`src/rtl/mem_wb_stage_pkg.sv`:
```
// Shared types and default widths for the memory / writeback stage.
package mem_wb_stage_pkg;
  localparam int DEF_DATA_W = 24;
  localparam int DEF_ADDR_W = 16;
  localparam int DEF_RA_W   = 4;

  typedef struct packed {
    logic regWrite;
    logic PCSrc;
    logic memToReg;
    logic memWrite;
  } ctrl_t;

  typedef enum logic {READY = 1'b0, WAIT = 1'b1} mstate_t;
endpackage

```
`src/rtl/mem_wait_timer.sv`:
```
// Tracks an outstanding memory access: completion on ack, abort after TIMEOUT wait cycles.
module mem_wait_timer
  import mem_wb_stage_pkg::*;
#(
  parameter int TIMEOUT = 15
) (
  input  logic clk,
  input  logic rst,
  input  logic acc,
  input  logic mem_ack,
  output logic done,
  output logic aborted
);
  localparam int CW = $clog2(TIMEOUT + 1);
  localparam logic [CW-1:0] CMAX = CW'(TIMEOUT);

  mstate_t       r_state;
  logic [CW-1:0] r_cnt;
  logic          w_expired;

  assign w_expired = (r_state == WAIT) && (r_cnt == CMAX);
  // An ack arriving together with expiry completes the access normally.
  assign done      = !acc || mem_ack || w_expired;
  assign aborted   = acc && w_expired && !mem_ack;

  always_ff @(posedge clk or posedge rst) begin
    if (rst) begin
      r_state <= READY;
      r_cnt   <= '0;
    end else begin
      case (r_state)
        READY: if (acc && !mem_ack) begin
          r_state <= WAIT;
          r_cnt   <= CW'(1);
        end
        WAIT: if (mem_ack || w_expired) begin
          r_state <= READY;
          r_cnt   <= '0;
        end else begin
          r_cnt   <= r_cnt + CW'(1);
        end
        default: begin
          r_state <= READY;
          r_cnt   <= '0;
        end
      endcase
    end
  end
endmodule

```
`src/rtl/mem_wb_stage.sv`:
```
// Memory stage with EX->M and M->W pipeline registers; stalls upstream while an access is pending.
module mem_wb_stage
  import mem_wb_stage_pkg::*;
#(
  parameter int DATA_W  = DEF_DATA_W,
  parameter int ADDR_W  = DEF_ADDR_W,
  parameter int RA_W    = DEF_RA_W,
  parameter int TIMEOUT = 15
) (
  input  logic              clk,
  input  logic              rst,
  input  logic              regWriteE,
  input  logic              PCSrcE,
  input  logic              memToRegE,
  input  logic              memWriteE,
  input  logic [RA_W-1:0]   WA3E,
  input  logic [DATA_W-1:0] aluResE,
  input  logic [DATA_W-1:0] writeDataE,
  output logic              mem_req,
  output logic              mem_we,
  output logic [ADDR_W-1:0] mem_addr,
  output logic [DATA_W-1:0] mem_wdata,
  input  logic [DATA_W-1:0] mem_rdata,
  input  logic              mem_ack,
  output logic              stall,
  input  logic              mem_err_clr,
  output logic              mem_err,
  output logic [DATA_W-1:0] resultW,
  output logic [RA_W-1:0]   WA3W,
  output logic              regWriteW,
  output logic              PCSrcW
);
  ctrl_t             r_ctrlM;
  logic [RA_W-1:0]   r_WA3M;
  logic [DATA_W-1:0] r_aluResM;
  logic [DATA_W-1:0] r_writeDataM;

  logic [DATA_W-1:0] r_resultW;
  logic [RA_W-1:0]   r_WA3W;
  logic              r_regWriteW;
  logic              r_PCSrcW;
  logic              r_mem_err;

  logic              w_acc, w_done, w_aborted;
  logic [DATA_W-1:0] w_resM;

  assign w_acc = r_ctrlM.memToReg | r_ctrlM.memWrite;

  mem_wait_timer #(.TIMEOUT(TIMEOUT)) u_timer (
    .clk     (clk),
    .rst     (rst),
    .acc     (w_acc),
    .mem_ack (mem_ack),
    .done    (w_done),
    .aborted (w_aborted)
  );

  assign stall     = !w_done;
  assign mem_req   = w_acc;
  assign mem_we    = r_ctrlM.memWrite;
  assign mem_addr  = r_aluResM[ADDR_W-1:0];
  assign mem_wdata = r_writeDataM;

  assign w_resM = r_ctrlM.memToReg ? (w_aborted ? '0 : mem_rdata) : r_aluResM;

  always_ff @(posedge clk or posedge rst) begin
    if (rst) begin
      r_ctrlM      <= '0;
      r_WA3M       <= '0;
      r_aluResM    <= '0;
      r_writeDataM <= '0;
    end else if (!stall) begin
      r_ctrlM      <= '{regWrite: regWriteE, PCSrc: PCSrcE,
                        memToReg: memToRegE, memWrite: memWriteE};
      r_WA3M       <= WA3E;
      r_aluResM    <= aluResE;
      r_writeDataM <= writeDataE;
    end
  end

  // While waiting, W takes a bubble so the instruction retires exactly once.
  always_ff @(posedge clk or posedge rst) begin
    if (rst) begin
      r_resultW   <= '0;
      r_WA3W      <= '0;
      r_regWriteW <= 1'b0;
      r_PCSrcW    <= 1'b0;
    end else if (w_done) begin
      r_resultW   <= w_resM;
      r_WA3W      <= r_WA3M;
      r_regWriteW <= r_ctrlM.regWrite;
      r_PCSrcW    <= r_ctrlM.PCSrc;
    end else begin
      r_regWriteW <= 1'b0;
      r_PCSrcW    <= 1'b0;
    end
  end

  always_ff @(posedge clk or posedge rst) begin
    if (rst)              r_mem_err <= 1'b0;
    else if (w_aborted)   r_mem_err <= 1'b1;
    else if (mem_err_clr) r_mem_err <= 1'b0;
  end

  assign resultW   = r_resultW;
  assign WA3W      = r_WA3W;
  assign regWriteW = r_regWriteW;
  assign PCSrcW    = r_PCSrcW;
  assign mem_err   = r_mem_err;
endmodule

```
`config.mk`:
```
export PLATFORM = sky130hd
export DESIGN_NAME = mem_wb_stage
export DESIGN_NICKNAME = d
export VERILOG_FILES = /design/src/rtl/mem_wb_stage_pkg.sv /design/src/rtl/mem_wait_timer.sv /design/src/rtl/mem_wb_stage.sv
export SDC_FILE = /design/constraint.sdc
export NUM_CORES = 1
export LEC_CHECK = 0
export CAP_MARGIN = 20
export CORE_ASPECT_RATIO = 1.4
export CORE_UTILIZATION = 39
export CTS_CLUSTER_SIZE = 25
export DETAILED_ROUTE_END_ITERATION = 12
export GPL_TIMING_DRIVEN = 0
export MAX_ROUTING_LAYER = met4
export PLACE_DENSITY = 0.76
export SYNTH_ARGS = -nofsm -noshare
export SYNTH_HDL_FRONTEND = slang
export SYNTH_SLANG_ARGS = --single-unit
```
`constraint.sdc`:
```
create_clock -name clk -period 2.77 [get_ports clk]
set_clock_uncertainty 0.05 [all_clocks]
set_input_delay 0.554 -clock clk [delete_from_list [all_inputs] [get_ports clk]]
set_output_delay 0.554 -clock clk [all_outputs]
set_load 0.05 [all_outputs]
```
==> results of run 1 <==
-- cells by family after synthesis --
| logic type | after synthesis | share of synthesized area |
|---|---|---|
| buffers and inverters | 39 | 0.0640 |
| flip-flops | 92 | 0.572 |
| multiplexers | 60 | 0.191 |
| XOR/XNOR | 2 | 0.00435 |
| adder cells (fa/ha/maj) | 1 | 0.00311 |
| AO/OA/AOI/OAI | 58 | 0.0811 |
| AND/OR/NAND/NOR | 57 | 0.0845 |
-- where the power goes --
| part | internal [mW] | switching (mW) | total [mW] |
|---|---|---|---|
| registers | 1.56 | 0.130 | 1.69 |
| logic | 0.690 | 0.968 | 1.66 |
| clock network | 0.745 | 0.499 | 1.24 |
| total | 2.99 | 1.60 | 4.59 |
-- stage by stage --
step	power, mW	util
final	4.59	0.615
after global routing	4.78	0.615
after CTS	4.63	0.614
after detailed placement	3.38	0.584
after global placement	3.34	0.580
after floorplan	2.77	-
-- how the worst max path moves through the flow --
| stage | depth (start not counted) | end |
|---|---|---|
| final | 7 | stall |
| after global routing | 7 | stall |
| after CTS | 7 | stall |
| after detailed placement | 7 | stall |
| after global placement | 7 | stall |
| after floorplan | 5 | stall |
-- worst max-delay path: cells and delay by family --
kind | cells | cell delay [ns]
buffers and inverters | 5 | 1.12
and+or+nand+nor | 1 | 0.13
AOI/OAI and AO/OA | 1 | 0.26
-- cell usage in the layout, fill, tap and decap left out, types with 2 or more instances in the layout --
| cell type | instances |
|---|---|
| a21oi_1 | 20 |
| a32oi_1 | 4 |
| and2_1 | 3 |
| buf_12 | 2 |
| buf_2 | 4 |
| buf_4 | 22 |
| buf_6 | 4 |
| clkbuf_1 | 7 |
| clkbuf_16 | 9 |
| clkbuf_8 | 2 |
| clkdlybuf4s50_1 | 155 |
| clkinvlp_4 | 2 |
| dfrtp_1 | 92 |
| mux2_2 | 35 |
| mux2_4 | 25 |
| nand2_1 | 4 |
| nand2b_1 | 6 |
| nand3_1 | 21 |
| nor2b_1 | 20 |
| o21ai_0 | 26 |
| o22ai_1 | 4 |
-- state kept, by name, summed over array words and instances, names as in the netlist --
register,count
mem_wdata,24
r_aluResM,24
resultW,24
WA3W,4
r_WA3M,4
u_timer.r_cnt,4
r_ctrlM,3
PCSrcW,1
mem_err,1
mem_we,1
regWriteW,1
u_timer.r_state,1
-- layer usage --
layer | track usage | vias up
met1 | 0.228 | 1503
met3 | 0.0390 | 21
met2 | 0.343 | 107
met5 | - | -
li1 | - | 1407
met4 | 0.101 | 0
-- timing repair --
item | in CTS | in global routing
endpoints found under the setup margin | 2 | 1
pin swaps | 0 | 0
gates resized for setup | 9 | 1
-- cell type report --
class | instances | area (sq um) | share of cell area
buffer | 36 | 246 | 0.0403
clock buffer | 12 | 256 | 0.0419
clock inverter | 3 | 46.3 | 0.00757
inverter | 3 | 20.0 | 0.00327
multi-input combinational | 178 | 1470 | 0.240
sequential | 92 | 2300 | 0.376
tap | 135 | 169 | 0.0276
timing repair buffer | 159 | 1610 | 0.263
==> metrics.md, run 1 <==
| Metric | Value |
|---|---|
| Largest cells by area after synthesis | dfrtp_1 57%, mux2_2 9.8%, mux2_4 9.3% |
| Hold WS | about 0.43 ns |
| Top cell type's share of synthesized area | 0.572 |
| Fmax | 374 MHz |
| Highest metal used | met4 |
| Most frequent cell after synthesis | dfrtp_1 |
| Post-synth top area cell | dfrtp_1 |
| Worst hold endpoint | regWriteW |
| Initial drt markers | 99 |
| Antenna-violating nets left | 0 |
| Post-route cell area | about 0.0061 sq mm |
| Hold buffers post-CTS | 0 |
| EDFF count, synth | 0 |
| Layout Cells excl Fill | 618 |
| Mean post-synth cell area | 13.0 sq um |
| Hold Path Origin | r_ctrlM[3] |
| Crit path top cell by count | buf_4 |
| Via count | between 3k and 4k |
| Die area | 0.0107 sq mm |
| TritonCTS clock tree | yes |
| FP Rows | 43 |
| Root Buffer | clkbuf_16 |
| Critical path type | input pin to primary output |
| Setup TNS Final | 0 ns |
| Initial antenna violation count | 0 |
| Setup ws final | between 0.09 and 0.1 ns |
| Final number of max-transition violations | 0 |
| First-pass GRT wire length | about 16 mm |
| Reg2Reg Capture Point | r_aluResM[18] |
| CTS buffer count | 9 |
| Met3 routed WL | 480 um |
| Crit Path Max Fanout | 10 |
| Status | complete, no violations |
| Core box area | 0.00995 sq mm |
| Fill count | between 800 and 900 |
| Slowest stage delay, CP | 0.47 ns |
| CP required | 2.17 ns |
| Metal2 WL | 5.24 mm |
| Period utilization | 0.965 |
| Area grow syn2layout | 52.0% |
| Initial Util | 0.405 |
| Number of remaining DRC errors | 0 |
| Fin crit period | 2.67 ns |
| Sequential area share after synthesis | 0.572 |
| Max_slew headroom | 0.633 |
| Clk buf depth | 2 |
| Worst hold path type | flip-flop to flip-flop |
| RSZ-0062 raised after global routing | no |
| FFs w/ async S/R, synth | 1.00 |
| Final setup violation count | 0 |
| Post-synth top cells | 92 x dfrtp_1, 35 x mux2_2, 26 x o21ai_0 |
| WP data arrival | approximately 2.1 ns |
| Nets@finish | 564 |
| M1 WL | between 4 and 5 mm |
| Layout cells sized above 1 | 0.234 |
| CP Launch Type | input pin |
| ANT cells | 0 |
| Vias in the first global route | ~3.2k |
| H-tree levels | 3 |
| Worst-Skew Late Latency | ~0.34 ns |
| Reg2Reg Launch Point | u_timer.r_cnt[0] |
| Worst-path clk slew | about 0.06 ns |
| PD cells | between 700 and 800 mW/mm^2 |
| Crit. Startpoint | mem_ack |
| Buffers added on ports | between 150 and 200 |
| Max cap viols | 0 |
| DP Area | roughly 0.0058 sq mm |
| R2r setup slk | about 0.90 ns |
| Placed Cells | approximately 600 |
| Cell Chain, Critical Path | clkdlybuf4s50_1, o21ba_2, buf_4, nand2_4, inv_6, buf_4, buf_6 |
| Post-detail-place hpwl | 7.63 mm |
| Actual slew at the worst max-slew pin | between 0.5 and 0.6 ns |
| Die Height | around 120 um |
| Vias per cell | about 4.9 |
| Setup WS pre-CTS | -0.652 ns |
| Flops & latches, synth | 92 |
| IO Pins | 158 |
| Tot GR Track Use | 0.203 |
| DIE WIDTH | around 88 um |
| Drt wl/cell | between 15 and 20 um |
| DRT Pass-1 Iters | 4 |
| Distinct cells, synth | 29 |
| RD Place Congestion | 0.742 |
| Prevailing post-synth register cell | dfrtp_1 |
| Setup repair bufs after CTS | 0 |
| Syn_nets | 394 |
| Synth warn | 0 |
| WL final | about 10 mm |
| Sink Count | 92 |
| Worst Hold Path Cells | 1 |
| Final Hold Fails | 0 |
| Slowest cell on crit path | clkdlybuf4s50_1 |
| Max IR drop VDD | 0.000345 V |
| Largest net degree at the start of global routing | 37 |
| Syn Std Cell Area | 0.00403 sq mm |
| Gr ovfl total | 0 |
| Setup crit end kind | primary output |
| Leakage Power | approximately 2.6 nW |
| Cell count after synthesis | 309 |
| R2R cell count | 5 |
Power figures use the tool's default switching activity.
==> run 2: changes to the inputs <==
--- a/config.mk
+++ b/config.mk
@@ -6,7 +6,7 @@
 export NUM_CORES = 1
 export LEC_CHECK = 0
 export CAP_MARGIN = 20
-export CORE_ASPECT_RATIO = 1.4
+export CORE_ASPECT_RATIO = 0.8
 export CORE_UTILIZATION = 39
 export CTS_CLUSTER_SIZE = 25
 export DETAILED_ROUTE_END_ITERATION = 12
==> run 2 against run 1 <==
Die area barely moved; flip-flop and latch count did not move; cell count rose by 0.32%; first-iteration DRC count fell by 1.0%; cell area rose by 0.43%; sequential power barely moved; global-route usage fell by 0.72 points; register-to-register slack barely moved.
==> metrics.md, run 2 (synthesis gave the netlist of run 1 again) <==
| Metric | Value |
|---|---|
| Met3 Use GR | 0.0497 (+0.0107) |
| PD cells | 761 mW/mm^2 (+1.4%) |
| Setup crit end kind | primary output |
| Root Buffer | clkbuf_16 |
| Leakage Power | 2.59 nW (+0.43%) |
| Max cap viols | 0 (unchanged) |
| Area of the multi-input gates | 0.00147 sq mm (unchanged) |
| Largest net degree at the start of global routing | 43 (+16%) |
| CP Launch Type | input pin |
| Via count | 2978 (-2.0%) |
| Setup ws final | 0.0917 ns (-0.00415 ns) |
| Sequential Area | 0.00230 sq mm (unchanged) |
| Layout Cells excl Fill | 620 (+0.32%) |
| Actual slew at the worst max-slew pin | 0.554 ns (+0.00585 ns) |
| Max_slew headroom | 0.629 (-0.00392) |
| Initial Util | 0.409 (+0.00427) |
| Fmax | 373 MHz (-0.15%) |
| RD Place Congestion | 0.708 (-4.5%) |
| Met2 Usage GRT | 0.313 (-0.0297) |
| CTS buffer count | 9 (unchanged) |
| Routing usage on met1 | 0.248 (+0.0196) |
| Status | complete, no violations |
| Final Hold Fails | 0 (unchanged) |
| Most frequent cells in the layout | 155 x clkdlybuf4s50_1, 92 x dfrtp_1, 35 x mux2_2, 26 x o21ai_0, 25 x mux2_4 |
| GRT busiest layer | met2 |
| Fill count | 805 (-1.2%) |
| Post-detail-place hpwl | 7.39 mm (-3.2%) |
| Commonest non-fill, non-tap cell in the layout | clkdlybuf4s50_1 |
| Die area | 0.0107 sq mm (about the same) |
| Tot GR Track Use | 0.196 (-0.00720) |
| IO Pins | 158 (unchanged) |
| ANT cells | 0 (unchanged) |
| Number of remaining DRC errors | 0 (unchanged) |
| Core box area | 0.00985 sq mm (-1.0%) |
| Drt wl/cell | 15.9 um (-3.4%) |
| Layout cells sized above 1 | 0.236 (+0.00158) |
| Tot Pwr | 4.67 mW (+1.8%) |
| Post-CTS Resized | 8 (-1) |
| Fin crit period | 2.68 ns (+0.00415 ns) |
| Worst-path clk slew | 0.06 ns (about the same) |
| WP data arrival | 2.07 ns (about the same) |
| DRT Pass-1 Iters | 4 (unchanged) |
| Worst-Skew Late Latency | 0.33 ns (about the same) |
| Die Height | 92.9 um (-24%) |
| Final number of max-transition violations | 0 (unchanged) |
| FP Rows | 32 (-26%) |
| CP required | 2.17 ns (about the same) |
| Nets@finish | 564 (unchanged) |
| Gr ovfl total | 0 (unchanged) |
| Placed Cells | 604 (+0.17%) |
| Antenna-violating nets left | 0 (unchanged) |
| DP Area | 0.00581 sq mm (about the same) |
| Period utilization | 0.967 (+0.00150) |
| Area grow syn2layout | 52.6% |
| Setup WS pre-CTS | -0.638 ns (+0.0144 ns) |
| Hold buffers post-CTS | 0 (unchanged) |
| Vias in the first global route | 3055 (-5.7%) |
| Setup repair bufs after CTS | 0 (unchanged) |
| Post-route cell area | 0.00614 sq mm (+0.43%) |
| Clk buf depth | 2 (unchanged) |
| Initial drt markers | 98 (-1.0%) |
| Max IR drop VDD | 0.000381 V (+10%) |
| Critical path type | input pin to primary output |
| H-tree levels | 3 (unchanged) |
| Vias per cell | 4.80 (-2.3%) |
| WL final | 9.88 mm (-3.1%) |
| Sink Count | 92 (unchanged) |
| Buffers added on ports | 157 (unchanged) |
| RSZ-0062 raised after global routing | no |
| Initial antenna violation count | 0 (unchanged) |
| TritonCTS clock tree | yes |
| DIE WIDTH | 116 um (+32%) |
| First-pass GRT wire length | 15.5 mm (-1.7%) |
| Crit Path Max Fanout | 10 (unchanged) |
| Final setup violation count | 0 (unchanged) |
| Worst hold path type | flip-flop to flip-flop |
| R2r setup slk | 0.90 ns (about the same) |
## run 2: final timing paths
check	startpoint	endpoint	depth (start not counted)
max in group asynchronous	rst	r_aluResM[1]	3
setup reg to reg	u_timer.r_cnt[0]	r_aluResM[17]	5
setup / recovery	mem_ack	stall	7
min in group asynchronous	rst	mem_wdata[23]	2
hold / removal	r_ctrlM[3]	regWriteW	1
hold reg to reg	r_ctrlM[3]	regWriteW	1
## run 2: stage by stage
stage / hold WS (ns) / util / TNS, ns
6_report: 0.440 / 0.624 / 0
4_1_cts: 0.436 / 0.623 / 0
5_1_grt: 0.462 / 0.624 / 0
2_1_floorplan: 0.399 / - / 0
3_5_place_dp: 0.421 / 0.590 / -0.638
3_3_place_gp: 0.411 / 0.586 / -0.648
## run 2: layout make-up
class                   count  area share
repair buffers            159       0.262
clock inverters             5      0.0138
well taps                 136      0.0277
flip-flops and latches     92       0.375
clock buffers              11      0.0395
inverters                   3     0.00326
plain buffers              36      0.0401
multi-input cells         178       0.239
## run 2: routing by layer
| layer | up-vias | share of wire |
|---|---|---|
| met5 | - | 0 |
| met4 | 0 | 0.011 |
| met3 | 15 | 0.064 |
| met2 | 103 | 0.48 |
| met1 | 1454 | 0.44 |
| li1 | 1406 | - |
## run 2: worst max-delay path, cell delays in order
cell and delay (ns):
clkdlybuf4s50_1 0.48, o21ba_2 0.26, buf_4 0.16, nand2_4 0.12
inv_6 0.13, buf_4 0.19, buf_6 0.17
## run 2: where the power goes
part           switching [mW]  total (mW)  internal (mW)  leakage [nW]
clock network           0.511        1.33          0.819         0.156
registers               0.127        1.68           1.56          1.10
logic                   0.970        1.66          0.690          1.33
==> run 3: changes to the inputs <==
--- a/config.mk
+++ b/config.mk
@@ -7,8 +7,8 @@
 export LEC_CHECK = 0
 export CAP_MARGIN = 20
 export CORE_ASPECT_RATIO = 0.8
+export CORE_MARGIN = 2
 export CORE_UTILIZATION = 39
-export CTS_CLUSTER_SIZE = 25
 export DETAILED_ROUTE_END_ITERATION = 12
 export GPL_TIMING_DRIVEN = 0
 export MAX_ROUTING_LAYER = met4
==> run 3 against run 2 <==
Count of clock-buffer cells in the layout down 2; largest cell class unchanged; hold slack got worse by 0.010 ns; cell area decreased by 0.45%.
==> metrics.md, run 3 (synthesis gave the netlist of run 1 again) <==
| Metric | Value |
|---|---|
| Number of remaining DRC errors | 0 (unchanged) |
| DIE WIDTH | 118 um (+1.7%) |
| Sw Share | 0.357 (+0.0133) |
| Buffers added on ports | 157 (unchanged) |
| Vias per cell | 4.77 (-0.62%) |
| RD Place Congestion | 0.699 (-1.3%) |
| Antenna-violating nets left | 0 (unchanged) |
| Die Height | 94.9 um (+2.2%) |
| Vias in the first global route | 3084 (+0.95%) |
| Setup crit end kind | primary output |
| H-tree levels | 3 (unchanged) |
| Layout cells sized above 1 | 0.238 (+0.00256) |
| Most frequent cells in the layout | 155 x clkdlybuf4s50_1, 92 x dfrtp_1, 35 x mux2_2, 26 x o21ai_0, 25 x mux2_4 |
| IO Pins | 158 (unchanged) |
| Crit path top cell by count | buf_4 |
| Status | complete, no violations |
| CP required | 2.17 ns (about the same) |
| Leakage Power | 2.58 nW (-0.41%) |
| CTS buffer count | 9 (unchanged) |
| Slowest cell on crit path | clkdlybuf4s50_1 |
| Sink Count | 92 (unchanged) |
| Combinational fraction of design power | 0.363 (+0.008) |
| Worst hold path type | flip-flop to flip-flop |
| Gr ovfl total | 0 (unchanged) |
| PD cells | 751 mW/mm^2 (-1.3%) |
| Via count | 2974 (-0.13%) |
| Post-route cell area | 0.00612 sq mm (-0.45%) |
| Commonest non-fill, non-tap cell in the layout | clkdlybuf4s50_1 |
| Int Power | 2.95 mW (-3.7%) |
| Tot GR Track Use | 0.194 (-0.00205) |
| DP Area | 0.00582 sq mm (about the same) |
| Setup ws final | 0.0805 ns (-0.0112 ns) |
| Tot Pwr | 4.59 mW (-1.7%) |
| Slowest stage delay, CP | 0.47 ns (about the same) |
| Layout Cells excl Fill | 623 (+0.48%) |
| WP data arrival | 2.09 ns (+0.02 ns) |
| Drt wl/cell | 16.5 um (+3.6%) |
| DRT Pass-1 Iters | 4 (unchanged) |
| Initial drt markers | 128 (+31%) |
| Fin crit period | 2.69 ns (+0.0112 ns) |
| Max cap viols | 0 (unchanged) |
| CP Launch Type | input pin |
| Period utilization | 0.971 (+0.00405) |
| Largest net degree at the start of global routing | 42 (-2.3%) |
| Critical path type | input pin to primary output |
| Utilization after layout | 0.602 (-0.0216) |
| WL final | 10.3 mm (+4.1%) |
| FP Rows | 33 (+3.1%) |
| Net Sw Power | 1.64 mW (+2.0%) |
| Max_slew headroom | 0.618 (-0.0111) |
| Reg power frac | 0.366 (+0.006) |
| Setup WS pre-CTS | -0.659 ns (-0.0219 ns) |
| Clk buf depth | 2 (unchanged) |
| ANT cells | 0 (unchanged) |
| Cell Chain, Critical Path | clkdlybuf4s50_1, o21ba_2, buf_4, nand2_4, inv_6, buf_4, buf_6 |
| Initial antenna violation count | 0 (unchanged) |
| Crit Path Max Fanout | 10 (unchanged) |
| Setup repair bufs after CTS | 0 (unchanged) |
| Final Hold Fails | 0 (unchanged) |
| Placed Cells | 608 (+0.66%) |
| Area grow syn2layout | 51.9% |
| Root Buffer | clkbuf_16 |
| Clock share of power | 0.271 (-0.014) |
| Final setup violation count | 0 (unchanged) |
| Worst-path clk slew | 0.07 ns (about the same) |
| TritonCTS clock tree | yes |
| Die area | 0.0112 sq mm (+3.9%) |
| Nets@finish | 563 (-0.18%) |
| Core box area | 0.0102 sq mm (+3.1%) |
| First-pass GRT wire length | 16.3 mm (+5.2%) |
| Actual slew at the worst max-slew pin | 0.573 ns (+0.0184 ns) |
| Initial Util | 0.396 (-0.0124) |
| Fmax | 372 MHz (-0.42%) |
| Post-detail-place hpwl | 7.55 mm (+2.2%) |
| Worst-Skew Late Latency | 0.33 ns (about the same) |
| RSZ-0062 raised after global routing | no |
| Final number of max-transition violations | 0 (unchanged) |
| Max IR drop VDD | 0.000711 V (+87%) |
| Fill count | 879 (+9.2%) |
run 3: metrics by stage:
stage                     hold slack, ns  setup TNS [ns]
after floorplan                    0.399               0
after global placement             0.409          -0.653
after detailed placement           0.420          -0.659
after CTS                          0.433               0
after global routing               0.467               0
final                              0.430               0
run 3: worst paths after layout:
kind	startpoint	to	slack (ns)	cells after the start
setup reg to reg	u_timer.r_cnt[0]	r_WA3M[3]	0.86	5
setup / recovery	mem_ack	stall	0.08	7
hold reg to reg	r_ctrlM[2]	PCSrcW	0.43	1
max in group asynchronous	rst	r_aluResM[4]	1.61	3
min in group asynchronous	rst	mem_wdata[17]	0.52	2
hold / removal	r_ctrlM[2]	PCSrcW	0.43	1
run 3: area by class of cell:
type	instances	area (sq um)	area share
tap	140	175	0.0286
inverter	3	20.0	0.00327
clock buffer	9	225	0.0368
sequential	92	2300	0.376
buffer	35	243	0.0397
multi-input combinational	178	1470	0.240
timing repair buffer	159	1610	0.263
clock inverter	7	73.8	0.0121
run 3: per-layer routing:
metal,wire length (um),up-vias,GRT usage,share of wire
met3,613,9,0.0556,0.060
met5,0,-,-,0
met1,4560,1470,0.250,0.44
met2,5040,93,0.310,0.49
met4,78,0,0.0392,0.0076
li1,-,1402,-,-
run 3: worst max-delay path, delay by kind of cell:
family	cells	cell delay (ns)
buf+inv	5	1.12
simple gates	1	0.12
compound gates	1	0.27
run 3: timing repair:
action,CTS,global route
endpoints found under the setup margin,2,2
gates cloned,0,0
hold buffers,0,0
gates resized for setup,8,2
pin swaps,0,0
run 3: power by group through the flow:
stage	Sequential (mW)	Combinational, mW	Clock [mW]
after floorplan	2.17	0.601	0
after global placement	1.69	1.64	0
after detailed placement	1.71	1.67	0
after CTS	1.68	1.68	1.27
after global routing	1.71	1.75	1.33
final	1.68	1.67	1.25
